===== src/rtl/comb_sweep_pkg.sv =====
// Shared types and widths for the combinational-block sweep controller.
package comb_sweep_pkg;

  typedef enum logic {
    IDLE = 1'b0,
    WAIT = 1'b1
  } state_e;

  localparam int VEC_W  = 4;
  localparam int CNT_W  = 5;
  localparam int MASK_W = 3;
  // Settle counter width: SETTLE is at most 15, so the counter reaches at most 14.
  localparam int SET_W  = 4;

endpackage


===== src/rtl/comb_sweep_cmp.sv =====
// Compares the three implementations under check against the structural reference.
module comb_sweep_cmp
  import comb_sweep_pkg::*;
(
  input  logic              res_str_i,
  input  logic              res_dataflow_i,
  input  logic              res_behavior_i,
  input  logic              res_prim_i,
  output logic [MASK_W-1:0] mask_o,
  output logic              mismatch_o
);

  assign mask_o     = {res_prim_i ^ res_str_i, res_behavior_i ^ res_str_i, res_dataflow_i ^ res_str_i};
  assign mismatch_o = |mask_o;

endmodule


===== src/rtl/comb_sweep_ctrl.sv =====
// Exhaustive registered sweep of a 4-input combinational block with cross-checking
// of its four implementations, error counting and first-failure capture.
module comb_sweep_ctrl
  import comb_sweep_pkg::*;
#(
  parameter int SETTLE  = 1,
  parameter int NUM_VEC = 16
) (
  input  logic              clk,
  input  logic              rst_n,
  input  logic              start,
  input  logic              abort,
  input  logic              res_str,
  input  logic              res_dataflow,
  input  logic              res_behavior,
  input  logic              res_prim,
  output logic              pa,
  output logic              pb,
  output logic              pc,
  output logic              pd,
  output logic              busy,
  output logic              done,
  output logic              pass,
  output logic [CNT_W-1:0]  err_cnt,
  output logic [VEC_W-1:0]  first_fail_vec,
  output logic [MASK_W-1:0] first_fail_mask
);

  localparam logic [SET_W-1:0] LAST_CNT = SET_W'(SETTLE - 1);
  localparam logic [VEC_W-1:0] LAST_VEC = VEC_W'(NUM_VEC - 1);

  state_e              state_q;
  logic [VEC_W-1:0]    vec_q;
  logic [SET_W-1:0]    cnt_q;
  logic [CNT_W-1:0]    err_q;
  logic [CNT_W-1:0]    err_d;
  logic [VEC_W-1:0]    ffv_q;
  logic [MASK_W-1:0]   ffm_q;
  logic                fail_seen_q;
  logic                pass_q;
  logic                done_q;
  logic [MASK_W-1:0]   mask;
  logic                mismatch;

  comb_sweep_cmp u_cmp (
    .res_str_i      (res_str),
    .res_dataflow_i (res_dataflow),
    .res_behavior_i (res_behavior),
    .res_prim_i     (res_prim),
    .mask_o         (mask),
    .mismatch_o     (mismatch)
  );

  // Error count as it stands after this edge; also feeds the final pass verdict.
  assign err_d = err_q + CNT_W'(mismatch);

  // NOTE: all state uses non-blocking assignments so every register samples the
  // pre-edge values; the async reset clears everything without waiting for clk.
  always_ff @(posedge clk or negedge rst_n) begin
    if (!rst_n) begin
      state_q     <= IDLE;
      vec_q       <= '0;
      cnt_q       <= '0;
      err_q       <= '0;
      ffv_q       <= '0;
      ffm_q       <= '0;
      fail_seen_q <= 1'b0;
      pass_q      <= 1'b0;
      done_q      <= 1'b0;
    end else begin
      done_q <= 1'b0;
      case (state_q)
        IDLE: begin
          if (start && !abort) begin
            state_q     <= WAIT;
            vec_q       <= '0;
            cnt_q       <= '0;
            err_q       <= '0;
            ffv_q       <= '0;
            ffm_q       <= '0;
            fail_seen_q <= 1'b0;
            pass_q      <= 1'b0;
          end
        end
        WAIT: begin
          if (abort) begin
            // Partial results are kept for inspection; no done, pass stays low.
            state_q <= IDLE;
            vec_q   <= '0;
            cnt_q   <= '0;
          end else if (cnt_q == LAST_CNT) begin
            cnt_q <= '0;
            if (mismatch) begin
              err_q <= err_d;
              if (!fail_seen_q) begin
                ffv_q       <= vec_q;
                ffm_q       <= mask;
                fail_seen_q <= 1'b1;
              end
            end
            if (vec_q == LAST_VEC) begin
              state_q <= IDLE;
              vec_q   <= '0;
              done_q  <= 1'b1;
              pass_q  <= (err_d == '0);
            end else begin
              vec_q <= vec_q + 1'b1;
            end
          end else begin
            cnt_q <= cnt_q + 1'b1;
          end
        end
        default: state_q <= IDLE;
      endcase
    end
  end

  assign {pd, pc, pb, pa}  = vec_q;
  assign busy            = (state_q == WAIT);
  assign done            = done_q;
  assign pass            = pass_q;
  assign err_cnt         = err_q;
  assign first_fail_vec  = ffv_q;
  assign first_fail_mask = ffm_q;

endmodule

===== config.mk =====
export PLATFORM = sky130hd
export DESIGN_NAME = comb_sweep_ctrl
export DESIGN_NICKNAME = d
export VERILOG_FILES = /design/src/rtl/comb_sweep_pkg.sv /design/src/rtl/comb_sweep_cmp.sv /design/src/rtl/comb_sweep_ctrl.sv
export SDC_FILE = /design/constraint.sdc
export NUM_CORES = 1
export LEC_CHECK = 0
export BUFFER_PORTS_ARGS = -buffer_cell sky130_fd_sc_hd__buf_2
export CORE_MARGIN = 1
export CORE_UTILIZATION = 50
export CTS_BUF_LIST = sky130_fd_sc_hd__clkbuf_4
export CTS_CLUSTER_SIZE = 40
export DETAILED_ROUTE_END_ITERATION = 16
export PLACE_DENSITY = 0.72
export SLEW_MARGIN = 20
export SYNTH_ARGS = -nofsm -noshare
export SYNTH_HDL_FRONTEND = slang
export SYNTH_SLANG_ARGS = --single-unit

===== constraint.sdc =====
create_clock -name clk -period 2.3 [get_ports clk]
set_clock_uncertainty 0.15 [all_clocks]
set_input_delay 0.69 -clock clk [delete_from_list [all_inputs] [get_ports clk]]
set_output_delay 0.69 -clock clk [all_outputs]
set_load 0.02 [all_outputs]

* Word-level counts from Yosys, hierarchy flattened *
Cells that the tools add are included.

storage, ports and cells
  output and inout port bits = 19
  word-level logic and storage cells = 75
  bits in registers = 24
  bits of input ports = 8

cells by class
  reductions and logical operators = 9
  eq/ne operators = 8
  muxes and demuxes = 42
  bitwise logic cells = 4
  $add $sub $neg = 3

operator list
  kind                                            number
  2-to-1 mux 4 bit                                10
  case mux 4 bit (2 select lines)                 3
  2-to-1 mux 5 bit                                4
  2-to-1 mux 1 bit                                15
  2-to-1 mux 3 bit                                5
  case mux 5 bit (2 select lines)                 1
  adder 4 x 1 -> 4 bit (second input constant)    2
  AND reduction 4 bit                             2
  != test 2 x 1 -> 1 bit (second input constant)  3
  != test 2 bit (second input constant)           3
  case mux 1 bit (2 select lines)                 3
  case mux 3 bit (2 select lines)                 1
  adder 5 x 1 -> 5 bit                            1
  zero test 5 bit                                 1
  AND reduction 5 bit                             1
  equality test 4 bit (second input constant)     1
  zero test 4 bit                                 1
  != test 3 x 2 -> 1 bit (second input constant)  1
  OR reduction 3 bit                              1
  XOR 1 bit                                       3
  AND reduction 2 bit                             1
  logical AND 1 bit                               1
  zero test 1 bit                                 1
  NOT 1 bit                                       1

* Depth between registers and ports, before layout *
Gate-level depths: netlist of the first run.

  word-level depth = 8
  depth in mapped cells = 8
  depth with buffers taken out = 8

* Hierarchy *
From an unflattened synthesis of the first run, not the netlist that was laid out.

second synthesis, totals
  cell total of the unflattened synthesis = 125
  area, all modules = 1273.7 um2

modules (own cells, without submodules)
  module           cells each  area each (um2)  seq. area each (um2)  instances
  comb_sweep_ctrl  119         1228.7           600.6                 1
  comb_sweep_cmp   6           45.0             0.0                   1

* Least setup slack after synthesis of the first run *
Ideal clock, no wire load.

  kind = in2reg
  from = input res_dataflow
  to = register pass_q, in the netlist pass
  path slack = 0.054 ns
  stages = 7
  setup time = 0.069 ns
  arrival time = 2.027 ns
  buffers on the path = 0
  path through = nor4_2 -> nor2_1 -> ha_1 -> ha_1 -> nor4_1 -> o2111ai_1 -> nand3_1

on the way
  longest elaborated chain between the ends = 8

ends and longest elaborated chain
  what                             RTL line                source
  start, declared                  comb_sweep_ctrl.sv:14   input logic res_dataflow,
  XOR 1 bit                        comb_sweep_cmp.sv:13    assign mask_o = {res_prim_i ^ res_str_i, res_behavior_i ^ res_str_i, res_dataflow_i ^ res_str_i};
  OR reduction 3 bit               comb_sweep_cmp.sv:14    assign mismatch_o = |mask_o;
  adder 5 x 1 -> 5 bit             comb_sweep_ctrl.sv:55   assign err_d = err_q + CNT_W'(mismatch);
  zero test 5 bit                  comb_sweep_ctrl.sv:105  pass_q <= (err_d == '0);
  2-to-1 mux 1 bit                 comb_sweep_ctrl.sv:101  if (vec_q == LAST_VEC) begin
  2-to-1 mux 1 bit                 comb_sweep_ctrl.sv:91   end else if (cnt_q == LAST_CNT) begin
  2-to-1 mux 1 bit                 comb_sweep_ctrl.sv:86   if (abort) begin
  case mux 1 bit (2 select lines)  comb_sweep_ctrl.sv:72   case (state_q)
  end signal, assigned             comb_sweep_ctrl.sv:105
  end, declared                    comb_sweep_ctrl.sv:40   logic pass_q;

No other way between the ends. The select of a mux whose other input is x is not followed.
A chain may end at the register's enable or synchronous reset.

* Worst setup path after layout of the first run *
  from = register cnt_q[0]
  to = register ffv_q[2], in the netlist first_fail_vec[2]

on the way
  longest elaborated chain between the ends = 3

ends and longest elaborated chain
  what                              RTL line                source
  start, declared                   comb_sweep_ctrl.sv:34   logic [SET_W-1:0] cnt_q;
  start signal, assigned            comb_sweep_ctrl.sv:110  cnt_q <= cnt_q + 1'b1;
  zero test 4 bit                   comb_sweep_ctrl.sv:91
  != test 2 x 1 -> 1 bit (no line)  n/a
  AND reduction 5 bit (no line)     n/a
  end signal, assigned              comb_sweep_ctrl.sv:96   ffv_q <= vec_q;
  end, declared                     comb_sweep_ctrl.sv:37   logic [VEC_W-1:0] ffv_q;

No other way between the ends.

==> results of run 1 <==
state kept, by name (all words and copies together), names as in the netlist, 3 cells and up:
name             cells
first_fail_vec       4
err_cnt              5
first_fail_mask      3
cnt_q                4
vec_q                4
power groups by stage:
| stage | logic (mW) | registers, mW | clock network (mW) |
|---|---|---|---|
| 2_1_floorplan | 0.100 | 0.551 | 0 |
| 3_3_place_gp | 0.233 | 0.505 | 0 |
| 3_5_place_dp | 0.238 | 0.507 | 0 |
| 4_1_cts | 0.238 | 0.499 | 0.195 |
| 5_1_grt | 0.267 | 0.505 | 0.207 |
| 6_report | 0.235 | 0.499 | 0.189 |
layer usage:
layer	share of wire, %	wire length (um)	global-route usage [%]
met5	0	0	0
met4	1.2	31	9.21
met3	4.2	107	2.61
met2	45	1140	37.3
met1	50	1270	29.8
worst max-delay path, stage by stage (launching register included):
cell and delay [ns]:
dfrtp_1 0.45, inv_1 0.08, ha_1 0.14, nor3b_4 0.21, nor4b_4 0.31, and2b_1 0.36, mux2i_1 0.22
cells by family after synthesis:
| family | Yosys count |
|---|---|
| buf+inv | 9 |
| fa+ha+maj | 5 |
| compound gates | 25 |
| mux | 7 |
| xor+xnor | 6 |
| simple gates | 51 |
| flops | 24 |
Yosys cell counts, types with 2 or more instances:
master | n | area share, %
nand2b_1 | 2 | 0.98
ha_1 | 5 | 4.9
a21oi_1 | 4 | 1.6
xnor2_1 | 6 | 4.1
nand3_1 | 7 | 2.7
mux2i_1 | 6 | 4.7
nor2b_1 | 2 | 0.98
nand3b_1 | 3 | 1.8
inv_1 | 5 | 1.5
nor2_1 | 5 | 1.5
dfrtp_1 | 24 | 47
o31ai_1 | 2 | 1.2
clkbuf_1 | 2 | 0.59
nand4_1 | 2 | 0.98
o21ai_0 | 11 | 4.3
and4_1 | 2 | 1.4
nand2_1 | 20 | 5.9
worst paths after layout:
path	slack, ns	startpoint	cells after the start	end
worst max register to register	0.31	cnt_q[0]$_DFFE_PN0P_	6	first_fail_vec[2]$_DFFE_PN0P_
worst min-delay path	0.18	rst_n	1	cnt_q[3]$_DFFE_PN0P_
min in group clk	0.38	first_fail_mask[1]$_DFFE_PN0P_	2	first_fail_mask[1]$_DFFE_PN0P_
worst min register to register	0.38	first_fail_mask[1]$_DFFE_PN0P_	2	first_fail_mask[1]$_DFFE_PN0P_
worst max-delay path	0.31	cnt_q[0]$_DFFE_PN0P_	6	first_fail_vec[2]$_DFFE_PN0P_
max in group asynchronous	1.46	rst_n	1	fail_seen_q$_DFFE_PN0P_
layout make-up:
| class | count | area share (%) |
|---|---|---|
| Sequential cell | 24 | 39.1 |
| Clock inverter | 1 | 0.244 |
| Inverter | 5 | 1.22 |
| Timing Repair Buffer | 38 | 14.3 |
| Multi-Input combinational cell | 94 | 41.4 |
| Tap cell | 28 | 2.28 |
| Clock buffer | 3 | 1.47 |
==> impl_metrics.json, run 1 <==
{
  "antenna_found_initial": 0,
  "final_common_cell": "buf_2",
  "drive_above_1_share_pct": 27.3,
  "vias": 1090,
  "numCtsBuffers": 3,
  "clk_latency_ns": 0.31,
  "setup_tns_ns": 0,
  "finalHoldViolations": 0,
  "yosys_warnings": 0,
  "cellPowerDensity_nw_per_um2": 601,
  "die_width_um": 52.5,
  "whs_ns": 0.184,
  "cts_setup_buffers": 0,
  "critical_path_class": "flip-flop to flip-flop",
  "rsz0062_at_grt": "no",
  "routed_wl_um": 2550,
  "synth_area_um2": 1270,
  "finish.utilization_pct": 66.9,
  "wl_per_cell_um": 13.2,
  "syn_inst": 127,
  "swShare_pct": 32.7,
  "clkPwrFrac_pct": 20.5,
  "multiInputGateArea_um2": 636,
  "post_synth_num_cell_types": 36,
  "cts_tree": "yes",
  "dr.pass1.iters": 4,
  "postCtsHoldBufs": 0,
  "cts.clk_slew.worst_paths_ns": 0.13,
  "critPathArrivalTime_ns": 2.09,
  "final-max-slew-violation-count": 0,
  "drtAntennaViolNets": 0,
  "power_leakage_nw": 0.750,
  "cts_resized": 0,
  "nFillCells": 205,
  "seq_area_um2": 601,
  "synthFlopType": "dfrtp_1",
  "placed_cell_area_um2": 1510,
  "synth_seq_cells": 24,
  "die_area_um2": 2760,
  "final_critical_path_setup_slack_ns": 0.312,
  "cp_data_required_time_ns": 2.40,
  "outcome": "complete, no violations",
  "total_power_mw": 0.923,
  "tightest_slew_ns": 0.531,
  "drv_cap": 0,
  "antenna_cells": 0,
  "cp_max_fo": 7,
  "synth_adder_area_share_pct": 4.91,
  "period_minus_slack_ns": 1.99,
  "synth_top_family_by_area": "simple AND/OR/NAND/NOR gates",
  "dp_hpwl_um": 1900,
  "core_um2": 2300,
  "placement.io_buffers": 26,
  "grt_pass1_wl_um": 4520,
  "grt_max_degree": 25,
  "grt_pass1_vias": 1013,
  "clock_path_buffers": 2,
  "min_path_type": "input pin to asynchronous set/reset pin",
  "drc": 0,
  "syn_to_final_growth_pct": 20.5,
  "p_seq_share_pct": 54.1,
  "drt_iter0_markers": 18,
  "synthMuxAreaShare_pct": 5.59,
  "clock-sinks": 24,
  "end_kind": "flip-flop",
  "fin_crit_sh_pct": 86.4,
  "setup_viol": 0,
  "final_cells": 193,
  "clockRootBuffer": "clkbuf_4",
  "start_util_pct": 55.5,
  "placed_cells": 189,
  "relSlewSlack_pct": 64.6,
  "peakVddDrop_uv": 522,
  "place_ws_ns": -0.0446,
  "rows": 17,
  "drt-vias-per-instance": 5.65,
  "avgSynthCellArea_um2": 10.0,
  "internal_power_mw": 0.621,
  "ios": 27,
  "htreeDepth": 1,
  "synth_xor_xnor_area_share_pct": 4.12,
  "final_cell_mix": "buf_2 (26), dfrtp_1 (24), nand2_1 (20)",
  "nets": 179,
  "final_area_um2": 1540,
  "ys_seq_area_share_pct": 47.1,
  "switching_power_mw": 0.302,
  "gp_congestion": 0.839,
  "fmaxAchievable_ghz": 0.503,
  "synth_nets": 140,
  "synth_async_sr_flop_share_pct": 100,
  "yosys.area_share.simple_pct": 23.0,
  "synth_compound_area_share_pct": 12.3,
  "grt.total_usage_pct": 22.6,
  "globalRouteOverflowTotal": 0,
  "synth-edff-count": 0,
  "startpoint_type": "flip-flop",
  "die_h_um": 52.5,
  "combPwrFrac_pct": 25.4
}
(Power assumes the default switching activity.)
==> run 2, diff against run 1 <==
CELL_PAD_IN_SITES_DETAIL_PLACEMENT = 0   (was unset)
CELL_PAD_IN_SITES_GLOBAL_PLACEMENT = 1   (was unset)
CORE_UTILIZATION = 43   (was 50)
PLACE_DENSITY = unset   (was 0.72)
PLACE_DENSITY_LB_ADDON = 0.3   (was unset)
==> impl_metrics.json, run 2 (synthesis results as in run 1) <==
{
  "dr.pass1.iters": 4,
  "setup_viol": 0,
  "drv_cap": 0,
  "nets": 180,
  "cp_top_family": "simple AND/OR/NAND/NOR gates",
  "min_path_type": "input pin to asynchronous set/reset pin",
  "place_ws_ns": -0.0726,
  "outcome": "complete, no violations",
  "numCtsBuffers": 3,
  "rr_startpoint": "cnt_q[1]$_DFFE_PN0P_",
  "reg2reg_depth": 6,
  "antenna_cells": 0,
  "cp_max_fo": 4,
  "finalHoldViolations": 0,
  "cts_setup_buffers": 0,
  "placement.io_buffers": 26,
  "clk_latency_ns": 0.31,
  "antenna_found_initial": 0,
  "swShare_pct": 32.8,
  "max_stage_delay_ns": 0.30,
  "rows": 19,
  "drt_iter0_markers": 34,
  "clock-sinks": 24,
  "p_seq_share_pct": 53.6,
  "fmaxAchievable_ghz": 0.491,
  "final_critical_path_setup_slack_ns": 0.265,
  "die_h_um": 56.5,
  "die_width_um": 56.5,
  "fin_crit_sh_pct": 88.5,
  "largest_reg_flops": 5,
  "placed_cells": 193,
  "final_cell_mix": "buf_2 (26), dfrtp_1 (24), nand2_1 (20)",
  "peakVddDrop_uv": 465,
  "r2r-end": "err_cnt[3]$_DFFE_PN0P_",
  "dp_hpwl_um": 2130,
  "drive_above_1_share_pct": 27.7,
  "final_cells": 197,
  "clock_path_buffers": 2,
  "period_minus_slack_ns": 2.03,
  "critical_path_class": "input pin to flip-flop",
  "drc": 0,
  "end_kind": "flip-flop",
  "vias": 1050,
  "rsz0062_at_grt": "no",
  "relSlewSlack_pct": 63.4,
  "final-max-slew-violation-count": 0,
  "final_common_cell": "buf_2",
  "clockRootBuffer": "clkbuf_4",
  "grt_max_degree": 25,
  "crit_path_frequent_cell": "ha_1",
  "core_um2": 2780,
  "switching_power_mw": 0.306,
  "path_cells": "buf_2, nor4_2, nor2_1, ha_1, ha_1, nor4_1, o2111ai_1, nand3_1",
  "cts_tree": "yes",
  "nFillCells": 261,
  "slowest_stage": "nor4_2",
  "globalRouteOverflowTotal": 0,
  "grt_pass1_vias": 1095,
  "postCtsHoldBufs": 0,
  "cp_data_required_time_ns": 2.41,
  "critPathArrivalTime_ns": 2.15,
  "cts_resized": 0,
  "startpoint_type": "input pin",
  "routed_wl_um": 2780,
  "ios": 27,
  "clkPwrFrac_pct": 20.0,
  "grt.total_usage_pct": 20.1,
  "cp_num_buf_inv": 1,
  "total_power_mw": 0.932,
  "htreeDepth": 1,
  "setup_tns_ns": 0,
  "internal_power_mw": 0.627,
  "cts.clk_slew.worst_paths_ns": 0.13,
  "power_leakage_nw": 0.755,
  "worst-r2r-setup-slack_ns": 0.32,
  "tightest_slew_ns": 0.548,
  "die_area_um2": 3190,
  "gp_congestion": 0.843,
  "cellPowerDensity_nw_per_um2": 602,
  "drtAntennaViolNets": 0,
  "grt_pass1_wl_um": 5000,
  "syn_to_final_growth_pct": 21.4,
  "drt-vias-per-instance": 5.33,
  "combPwrFrac_pct": 26.3,
  "start_util_pct": 45.8,
  "wl_per_cell_um": 14.1
}
==> run 2: metal layers <==
| layer | GRT usage, % | routed length, um |
|---|---|---|
| met4 | 8.36 | 32 |
| met3 | 3.23 | 100 |
| met1 | 26.4 | 1330 |
| met5 | 0 | 0 |
| met2 | 32.8 | 1320 |
==> run 2: worst reg2reg max path: cells and delay by family (launching register included) <==
family                     cells  cell delay [ns]
AOI/OAI and AO/OA              1             0.18
adders and majority gates      1             0.14
buffers and inverters          1             0.09
DFF                            1             0.44
muxes                          1             0.39
and+or+nand+nor                2             0.49
==> run 2: worst max path at each step <==
stage / from / to / slack, ns / depth (start not counted)
2_1_floorplan: res_dataflow / pass$_DFFE_PN0P_ / 0.05 / 7
3_3_place_gp: res_behavior / err_cnt[3]$_DFFE_PN0P_ / 0.003 / 8
3_5_place_dp: res_behavior / err_cnt[3]$_DFFE_PN0P_ / -0.07 / 8
4_1_cts: res_behavior / err_cnt[3]$_DFFE_PN0P_ / 0.27 / 8
5_1_grt: cnt_q[0]$_DFFE_PN0P_ / first_fail_mask[2]$_DFFE_PN0P_ / 0.13 / 6
6_report: res_dataflow / pass$_DFFE_PN0P_ / 0.27 / 8
==> run 2: layout make-up <==
class | count | area (um2) | area share [%]
Clock buffer | 3 | 22.5 | 1.46
Clock inverter | 1 | 3.75 | 0.243
Inverter | 5 | 18.8 | 1.21
Multi-Input combinational cell | 94 | 636 | 41.1
Sequential cell | 24 | 601 | 38.8
Tap cell | 31 | 38.8 | 2.51
Timing Repair Buffer | 39 | 228 | 14.7
==> run 2: power by group through the flow <==
stage          combinational, mW  sequential, mW  clock [mW]
5_1_grt                    0.272           0.507       0.218
3_5_place_dp               0.247           0.509           0
4_1_cts                    0.248           0.501       0.201
2_1_floorplan              0.100           0.551           0
6_report                   0.245           0.500       0.187
3_3_place_gp               0.241           0.506           0
==> run 2: through the flow <==
step	hold WS (ns)	utilization, %	cell area, um2
global placement	0.354	54.7	1520
finish	0.189	55.6	1550
floorplan	0.244	-	1270
detailed placement	0.360	54.7	1520
global route	0.199	55.6	1550
CTS	0.189	55.6	1550
==> run 3, diff against run 2 <==
PLACE_DENSITY_LB_ADDON = 0.08   (was 0.3)
==> impl_metrics.json, run 3 (synthesis results as in run 1) <==
{
  "crit_path_frequent_cell": "ha_1",
  "critPathArrivalTime_ns": 2.19,
  "postCtsHoldBufs": 0,
  "grt_pass1_vias": 1023,
  "min_path_type": "input pin to asynchronous set/reset pin",
  "placement.io_buffers": 26,
  "final_cells": 198,
  "final_cell_mix": "buf_2 (26), dfrtp_1 (24), nand2_1 (20)",
  "use_met2_pct": 28.7,
  "nFillCells": 265,
  "clock-sinks": 24,
  "cp_max_fo": 4,
  "globalRoute.busiestLayer": "met2",
  "grt.total_usage_pct": 18.1,
  "ios": 27,
  "rsz0062_at_grt": "no",
  "internal_power_mw": 0.628,
  "largest_reg_flops": 5,
  "vias": 1060,
  "critical_path_class": "input pin to flip-flop",
  "period_minus_slack_ns": 2.09,
  "drive_above_1_share_pct": 28.7,
  "fmaxAchievable_ghz": 0.478,
  "end_kind": "flip-flop",
  "fin_crit_sh_pct": 90.9,
  "use_met1_pct": 25.9,
  "peakVddDrop_uv": 414,
  "cts_resized": 0,
  "syn_to_final_growth_pct": 22.3,
  "gp_congestion": 0.784,
  "worst-r2r-setup-slack_ns": 0.33,
  "cp_data_required_time_ns": 2.40,
  "max_stage_delay_ns": 0.31,
  "placed_cell_area_um2": 1540,
  "wl_per_cell_um": 13.4,
  "antenna_found_initial": 0,
  "nets": 182,
  "die_width_um": 56.5,
  "total_power_mw": 0.929,
  "cellPowerDensity_nw_per_um2": 596,
  "final_common_cell": "buf_2",
  "combPwrFrac_pct": 26.7,
  "dr.pass1.iters": 4,
  "grt_max_degree": 25,
  "grt_pass1_wl_um": 4570,
  "clk_latency_ns": 0.30,
  "rows": 19,
  "switching_power_mw": 0.302,
  "cts.clk_slew.worst_paths_ns": 0.13,
  "final_area_um2": 1560,
  "setup_viol": 0,
  "clock_path_buffers": 2,
  "htreeDepth": 1,
  "die_h_um": 56.5,
  "p_seq_share_pct": 53.7,
  "die_area_um2": 3190,
  "antenna_cells": 0,
  "outcome": "complete, no violations",
  "dp_hpwl_um": 1960,
  "placed_cells": 195,
  "drc": 0,
  "final-max-slew-violation-count": 0,
  "startpoint_type": "input pin",
  "clkPwrFrac_pct": 19.5,
  "drv_cap": 0,
  "use_met3_pct": 2.07,
  "drt-vias-per-instance": 5.35,
  "swShare_pct": 32.5,
  "cts_tree": "yes",
  "path_cells": "buf_2, nor4_2, nor2_1, ha_1, ha_1, nor4_1, o2111ai_1, nand3_1",
  "start_util_pct": 45.8,
  "finalHoldViolations": 0,
  "globalRouteOverflowTotal": 0,
  "clockRootBuffer": "clkbuf_4",
  "tightest_slew_ns": 0.547,
  "relSlewSlack_pct": 63.5,
  "routed_wl_um": 2660,
  "cts_setup_buffers": 0,
  "drtAntennaViolNets": 0,
  "numCtsBuffers": 3,
  "power_leakage_nw": 0.763,
  "core_um2": 2780,
  "slowest_stage": "nor4_2",
  "drt_iter0_markers": 31
}
==> run 3: path summary, 6_finish.rpt <==
| path | from | to | cells past startpoint |
|---|---|---|---|
| min | rst_n | busy$_DFF_PN0_ | 1 |
| min reg2reg | first_fail_mask[2]$_DFFE_PN0P_ | first_fail_mask[2]$_DFFE_PN0P_ | 2 |
| max in group asynchronous | rst_n | first_fail_vec[2]$_DFFE_PN0P_ | 1 |
| max | res_dataflow | pass$_DFFE_PN0P_ | 8 |
| min in group clk | first_fail_mask[2]$_DFFE_PN0P_ | first_fail_mask[2]$_DFFE_PN0P_ | 2 |
| max reg2reg | cnt_q[0]$_DFFE_PN0P_ | err_cnt[3]$_DFFE_PN0P_ | 6 |
==> run 3: layout make-up <==
type	count	area [um2]	share of cell area, %
sequential	24	601	38.5
multi-input combinational	94	636	40.8
clock buffer	3	22.5	1.44
inverter	5	18.8	1.20
timing repair buffer	41	243	15.6
tap	31	38.8	2.49
==> run 3: worst max-delay path: cells and delay by family <==
| kind | cells | cell delay [ns] |
|---|---|---|
| AND/OR/NAND/NOR | 4 | 0.76 |
| adder cells (fa/ha/maj) | 2 | 0.46 |
| AO/OA/AOI/OAI | 1 | 0.16 |
| buffers and inverters | 1 | 0.11 |
==> run 3: power by group through the flow <==
stage,combinational (mW),clock (mW),sequential (mW)
final,0.248,0.182,0.499
after detailed placement,0.251,0,0.508
after global placement,0.245,0,0.506
after floorplan,0.100,0,0.551
after global routing,0.274,0.200,0.508
after CTS,0.251,0.193,0.500
==> run 3: metrics by stage <==
stage | hold WS [ns] | setup TNS [ns] | util [%] | setup slack [ns]
2_1_floorplan | 0.244 | 0 | - | 0.0539
3_3_place_gp | 0.355 | -0.00139 | 55.2 | -0.00139
3_5_place_dp | 0.364 | -0.142 | 55.2 | -0.127
4_1_cts | 0.204 | 0 | 56.1 | 0.205
5_1_grt | 0.232 | 0 | 56.1 | 0.0798
6_report | 0.200 | 0 | 56.1 | 0.210
==> run 3: layer usage <==
metal / routed length, um / vias up
li1: - / 533
met5: 0 / -
met4: 19 / 0
met2: 1210 / 23
met3: 91 / 2
met1: 1340 / 502
